<file path="src/rtl/mem_stage.sv">
// Purpose      : MEM stage of the 5-stage LoongArch pipeline. Completes EXE-issued loads, extends sub-word data, feeds WB.
// Latency      : 1 cycle for ALU/store ops; loads leave in the cycle their SRAM data returns (zero-bubble when it arrives on entry).
// Backpressure : valid/allow_in. Stalls while a load waits for data or WB refuses; returned data is parked while WB is stalled.
//
// Ports:
//   clk, reset                         clock; synchronous active-high reset
//   exe_to_mem_bus/_valid, mem_allow_in   EXE -> MEM payload handshake
//   mem_to_wb_bus/_valid, wb_allow_in     MEM -> WB payload handshake
//   data_sram_rvalid/_rdata            one-cycle load-data return from the data SRAM
//   mem_fwd_bus                        {fwd_valid, dest, final_result} bypass to ID
//   mem_load_pending                   load in MEM still waiting for data (ID stalls)

module mem_stage (
    input  logic        clk,
    input  logic        reset,
    input  logic [73:0] exe_to_mem_bus,
    input  logic        exe_to_mem_valid,
    output logic        mem_allow_in,
    input  logic        wb_allow_in,
    output logic        mem_to_wb_valid,
    output logic [69:0] mem_to_wb_bus,
    input  logic        data_sram_rvalid,
    input  logic [31:0] data_sram_rdata,
    output logic [37:0] mem_fwd_bus,
    output logic        mem_load_pending
);

    typedef struct packed {
        logic [31:0] alu_result;
        logic [2:0]  ld_op;
        logic        res_from_mem;
        logic        gr_we;
        logic [4:0]  dest;
        logic [31:0] pc;
    } exe_to_mem_t;

    typedef enum logic [1:0] {
        IDLE,   // no load outstanding
        WAIT,   // load in MEM, data not yet returned
        HOLD    // data parked in rdata_buf, WB stalled
    } state_t;

    exe_to_mem_t exe_in;
    exe_to_mem_t mem_r;
    state_t      state;
    state_t      state_nxt;
    logic        mem_valid;
    logic        ready_go;
    logic        rdata_buf_valid;
    logic [31:0] rdata_buf;
    logic        capture;
    logic        fwd_valid;
    logic [31:0] word;
    logic [1:0]  off;
    logic [7:0]  ld_byte;
    logic [15:0] ld_half;
    logic [31:0] ld_result;
    logic [31:0] final_result;

    assign exe_in = exe_to_mem_bus;

    // Data arriving this cycle completes the load combinationally.
    assign ready_go        = !mem_r.res_from_mem | rdata_buf_valid | data_sram_rvalid;
    assign mem_allow_in    = !mem_valid | (ready_go & wb_allow_in);
    assign mem_to_wb_valid = mem_valid & ready_go;

    // Returned data has to be parked only when WB refuses it; in WAIT with
    // rvalid, mem_allow_in collapses to wb_allow_in. Rvalid outside WAIT is stray.
    assign capture = (state == WAIT) & data_sram_rvalid & !mem_allow_in;

    always_comb begin
        state_nxt = state;
        if (mem_allow_in) begin
            // Whatever currently sits in MEM leaves (or MEM is empty), so the
            // state follows the incoming instruction.
            state_nxt = (exe_to_mem_valid & exe_in.res_from_mem) ? WAIT : IDLE;
        end else if (capture) begin
            state_nxt = HOLD;
        end
    end

    always_ff @(posedge clk) begin
        if (reset) begin
            state           <= IDLE;
            mem_valid       <= 1'b0;
            rdata_buf_valid <= 1'b0;
        end else begin
            state <= state_nxt;
            if (mem_allow_in) begin
                mem_valid <= exe_to_mem_valid;
            end
            if (mem_allow_in) begin
                rdata_buf_valid <= 1'b0;
            end else if (capture) begin
                rdata_buf_valid <= 1'b1;
            end
        end
    end

    // Payload registers are don't-care while invalid, so they carry no reset.
    always_ff @(posedge clk) begin
        if (exe_to_mem_valid & mem_allow_in) begin
            mem_r <= exe_in;
        end
        if (capture) begin
            rdata_buf <= data_sram_rdata;
        end
    end

    // Sub-word extraction
    assign word    = rdata_buf_valid ? rdata_buf : data_sram_rdata;
    assign off     = mem_r.alu_result[1:0];
    assign ld_byte = word[{off, 3'b000} +: 8];
    assign ld_half = off[1] ? word[31:16] : word[15:0];

    always_comb begin
        ld_result = word;
        case (mem_r.ld_op)
            3'b001:  ld_result = {{24{ld_byte[7]}}, ld_byte};
            3'b101:  ld_result = {24'h0, ld_byte};
            3'b010:  ld_result = {{16{ld_half[15]}}, ld_half};
            3'b110:  ld_result = {16'h0, ld_half};
            default: ld_result = word;
        endcase
    end

    assign final_result  = mem_r.res_from_mem ? ld_result : mem_r.alu_result;
    assign mem_to_wb_bus = {final_result, mem_r.gr_we, mem_r.dest, mem_r.pc};

    assign fwd_valid        = mem_valid & mem_r.gr_we & (mem_r.dest != 5'd0) & ready_go;
    assign mem_fwd_bus      = {fwd_valid, mem_r.dest, final_result};
    assign mem_load_pending = mem_valid & mem_r.res_from_mem & !ready_go;

endmodule
</file>
<file path="config.mk">
export PLATFORM = sky130hd
export DESIGN_NAME = mem_stage
export DESIGN_NICKNAME = d
export VERILOG_FILES = /design/src/rtl/mem_stage.sv
export SDC_FILE = /design/constraint.sdc
export NUM_CORES = 1
export LEC_CHECK = 0
export CAP_MARGIN = 20
export CORE_MARGIN = 4
export CORE_UTILIZATION = 60
export DETAILED_ROUTE_END_ITERATION = 16
export DONT_BUFFER_PORTS = 1
export PLACE_DENSITY = 0.76
export SETUP_SLACK_MARGIN = 0.4
export SYNTH_ARGS = -nofsm -noshare
export SYNTH_HDL_FRONTEND = slang
export SYNTH_SLANG_ARGS = --single-unit
export TNS_END_PERCENT = 10
</file>
<file path="constraint.sdc">
create_clock -name clk -period 11 [get_ports clk]
set_input_delay 2.2 -clock clk [delete_from_list [all_inputs] [get_ports clk]]
set_output_delay 2.2 -clock clk [all_outputs]
set_load 0.02 [all_outputs]
</file>
# Word level (Yosys, flattened, before mapping)
# Cells that the tools add are included.
[totals] ff_bits=110 output_inout_bits=111
[classes] n_eq_ne=5 shift=1 muxes=7 bitwise=14 reduce_logical=7
[op_table] cell="$pmux 32 s4" n=1
[op_table] cell="$mux 32" n=2
[op_table] cell="$shiftx 32x6->8" n=1
[op_table] cell="$mux 16" n=1
[op_table] cell="$and 1x1->1" n=11
[op_table] cell="$eq 3x3->1 const B" n=2
[op_table] cell="$reduce_bool 5->1" n=1
[op_table] cell="$logic_not 1->1" n=4
[op_table] cell="$mux 2" n=2
[op_table] cell="$eq 3x1->1 const B" n=1
[op_table] cell="$eq 3x2->1 const B" n=1
[op_table] cell="$or 1x1->1" n=3
[op_table] cell="$eq 2x1->1 const B" n=1
[op_table] cell="$reduce_bool 2->1" n=1
[op_table] cell="$reduce_or 2->1" n=1
[op_table] cell="$mux 1" n=1

# Logic depth before layout (Yosys ltp)
[logic_depth] depth_word=9 depth_mapped=9 mapped_depth_nobuf=4

# Worst setup path after synthesis
# OpenSTA, ideal clock, no wires.
[synth_timing] path_kind="input port to output port" start="input data_sram_rdata[23]" end="output mem_to_wb_bus[59]" arrival_time_ps=3690 path_slack_ps=5110 stages=6 cell_sequence="mux4_1 mux2i_4 o311ai_4 buf_6 o22a_1 buf_4"
[synth_via] elab_chain_cells=4
[synth_rtl] element="from (decl)" line="23" text="input logic [31:0] data_sram_rdata,"
[synth_rtl] element="$mux 32" line="111" text="assign word = rdata_buf_valid ? rdata_buf : data_sram_rdata;"
[synth_rtl] element="$shiftx 32x6->8" line="113" text="assign ld_byte = word[{off, 3'b000} +: 8];"
[synth_rtl] element="$pmux 32 s4" line="118" text="case (mem_r.ld_op)"
[synth_rtl] element="$mux 32" line="127" text="assign final_result = mem_r.res_from_mem ? ld_result : mem_r.alu_result;"
[synth_rtl] element="to (decl)" line="21" text="output logic [69:0] mem_to_wb_bus,"
# No other way between the ends.

# Worst setup path after layout
[layout_timing] start="input data_sram_rdata[23]" end="output mem_to_wb_bus[62]"
# Same word-level chain as after synthesis.

==> summary.txt <==
Synthesis
  • Post-synthesis sequential area ratio: 58.63%
  • Mux share of post-synthesis cell area: 14.41%
  • Simple-gate portion of the synthesized area: 5.531%
  • Asr flop ratio synth: 0%
  • Syn nets: 507
  • Seq cells post-synth: 110
  • Main synth FF type: edfxtp_1
  • Average size of a mapped cell: 14.05 µm²
  • XOR/XNOR Fraction of Synth Area: 0.1574%
  • Complex-gate fraction of the synthesized area: 8.543%
  • Post-synth EDFFs: 106
  • Main combinational cell family by area after synthesis: multiplexers
  • Synthesized area: 5565 µm²
  • Post-Synthesis Cells: 396
  • Post-Synth Adder-Cell Area: 0%
  • Yosys cell types: 35
  • Warnings, synthesis: 0

Setup path
  • CP endpoint kind: output pin
  • WP data required: 8800 ps
  • CP max-delay cell: o311ai_4
  • Crit path kind: input pin to output pin
  • WP data arrival: 3880 ps
  • Buffer and inverter count on the worst path: 0
  • CP top delay family: compound AO/OA/AOI/OAI gates
  • Crit-path max cell delay: 750 ps
  • CP Cell Sequence: mux4_1 > mux2i_4 > o311ai_4 > o22a_1
  • CP Launch Type: input pin
  • CP max FO: 16

Power and ir drop
  • Logic gate share of total power: 13.0%
  • P_sw: 0.2549 mW
  • Sw Ratio: 29.73%
  • Clock power frac: 28.4%
  • PD cells: 162.7 nW/µm²
  • Int Power: 0.6026 mW
  • Leak: 1.652 nW
  • Sequential share of power: 58.6%
  • Final Total Pwr: 0.8575 mW
  • Max VDD drop: 126.4 µV

Flow run
  • Max Cap Violations: 0

Placed design
  • Placer Congestion: 0.7820
  • IO buf count: 0
  • Post-DP HPWL: 8169 µm

Die
  • Initial Util: 62.59%
  • Core Rows: 34
  • Die X-Extent: 104.3 µm
  • IO Count: 222
  • Die area: 10,880 µm²
  • CORE AREA: 8891 µm²
  • Die height: 104.3 µm

Clock tree
  • Clk buf depth: 2
  • TritonCTS Buffers: 9
  • Worst-path clk slew: 110 ps
  • CTS tree: yes
  • PostCTS Resize Cnt: 0
  • Clk Tree Root Cell: clkbuf_8
  • Clk_lat worst skew: 370 ps
  • Sink Count: 110
  • Post-CTS setup buffers: 0
  • Hold buffers post-CTS: 0
  • CTS H-tree depth: 3

Timing
  • Final Cycle Share: 55.30%
  • Max Slew Vio Count: 0
  • Setup tns final: 0 ps
  • Final setup violation count: 0
  • Least-Margin Pin Slew: 995.5 ps
  • Max_slew headroom: 33.84%
  • Max Clock Freq: 0.1644 GHz
  • Post-layout min period: 6083 ps
  • Hold Fails Final Rpt: 0
  • Clock skew: 6.759 ps
  • RSZ-0062 raised after global routing: no

Finish
  • Final nets: 424
  • Fraction of layout cells with a size suffix above 1: 17.30%
  • Number of diodes: 0
  • Area grow syn2layout: -5.283%

Detailed routing
  • Antenna-violating nets left: 0
  • Drt wl/cell: 27.15 µm
  • DR pass1 iterations: 4
  • DR vias: 2,844
  • Residual DRC: 0
  • DRT iter0 DRCs: 131
  • WL final: 11,570 µm
  • Vias/cell: 6.676

Hold path
  • Hold crit path type: flop to flop

Global route
  • Largest net degree at the start of global routing: 75
  • Total track usage: 21.19%
  • Remaining global-route overflow: 0
  • Antenna violations before repair: 0
  • Vias in the first global route: 2,908
  • First-pass GRT wire length: 17,240 µm

Outcome
  • Status: completed
-- power by group through the flow --
| stage | registers [mW] | logic, mW | clock network (mW) |
|---|---|---|---|
| floorplan | 0.495 | 0.140 | 0 |
| global placement | 0.512 | 0.112 | 0 |
| detailed placement | 0.512 | 0.114 | 0 |
| CTS | 0.503 | 0.114 | 0.251 |
| global route | 0.505 | 0.120 | 0.270 |
| finish | 0.502 | 0.111 | 0.244 |
-- synth_stat cells (2+ instances only) --
cell | n | area, µm²
a21oi_1 | 22 | 110.1
and2_1 | 3 | 18.77
buf_2 | 8 | 40.04
buf_4 | 79 | 593.1
buf_6 | 2 | 22.52
clkbuf_1 | 9 | 33.78
dfxtp_1 | 4 | 80.08
edfxtp_1 | 106 | 3183
inv_1 | 5 | 18.77
mux2_2 | 11 | 123.9
mux2i_1 | 22 | 220.2
mux4_1 | 2 | 52.55
mux4_2 | 17 | 382.9
nand2_1 | 8 | 30.03
nand2b_1 | 12 | 75.07
nand3_1 | 5 | 25.02
nand3b_1 | 2 | 15.01
nor2_1 | 24 | 90.09
nor2b_1 | 3 | 18.77
nor3_1 | 3 | 15.01
o21ai_0 | 9 | 45.04
o221ai_1 | 8 | 70.07
o22a_1 | 19 | 166.4
o311ai_0 | 2 | 17.52
-- final cells by class --
type,count,area (µm²)
Multi-Input combinational cell,183,1609
Clock inverter,7,87.58
Inverter,5,18.77
Clock buffer,9,123.9
Timing Repair Buffer,4,30.03
Tap cell,108,135.1
Fill cell,685,3620
Sequential cell,110,3267
-- cell usage in the layout (no fill, tap or decap), types with 9 or more instances in the layout --
cell	synthesis	routed
a21oi_1	22	22
o21ai_0	9	9
o22a_1	19	19
mux2_2	11	11
clkbuf_8	0	9
nand2b_1	12	12
mux4_2	17	17
mux2i_1	22	22
edfxtp_1	106	106
nor2_1	24	24
-- metrics by stage --
step / hold slack (ps) / util [%] / area [µm²] / worst slack, ps / instances
after floorplan: 500.0 / - / 5565 / 5110 / 396
after global placement: 518.6 / 56.91 / 5060 / 4921 / 410
after detailed placement: 525.2 / 56.91 / 5060 / 4908 / 410
after CTS: 542.8 / 59.29 / 5271 / 4908 / 426
after global routing: 600.4 / 59.29 / 5271 / 4832 / 426
final: 542.1 / 59.29 / 5271 / 4917 / 426
-- worst min-delay path: stages, from the launching register on --
cell,delay (ps)
dfxtp_1,340
a21oi_1,120
nor3_1,50
-- flip-flops by register name (all words and copies together) (netlist names) --
name and cells:
rdata_buf 32, mem_r 36, rdata_buf_valid 1, mem_valid 1, state 2, mem_to_wb_bus 33
mem_fwd_bus 5
-- per-layer routing --
layer	wire length (µm)	GRT usage [%]	vias up
met2	5851	35.52	145
met1	4207	23.57	1417
met5	0	0	-
met3	1262	10.99	24
met4	246	6.173	0
li1	-	-	1258
-- final timing paths --
path / start / to / slack, ps / depth (start not counted)
hold / removal: state[0] / state[1] / 540 / 2
setup reg to reg: rdata_buf_valid / mem_to_wb_bus[8] / 7850 / 3
hold reg to reg: state[0] / state[1] / 540 / 2
setup / recovery: data_sram_rdata[23] / mem_to_wb_bus[62] / 4920 / 4
-- cell families (layout without fill, tap and decap cells) --
kind of cell	count (synthesis)	after routing
xor gates and xnor gates	1	1
buffers and inverters	103	25
DFF	110	110
muxes	53	53
AOI/OAI and AO/OA	66	66
and+or+nand+nor	63	63
(Power assumes the default switching activity.)
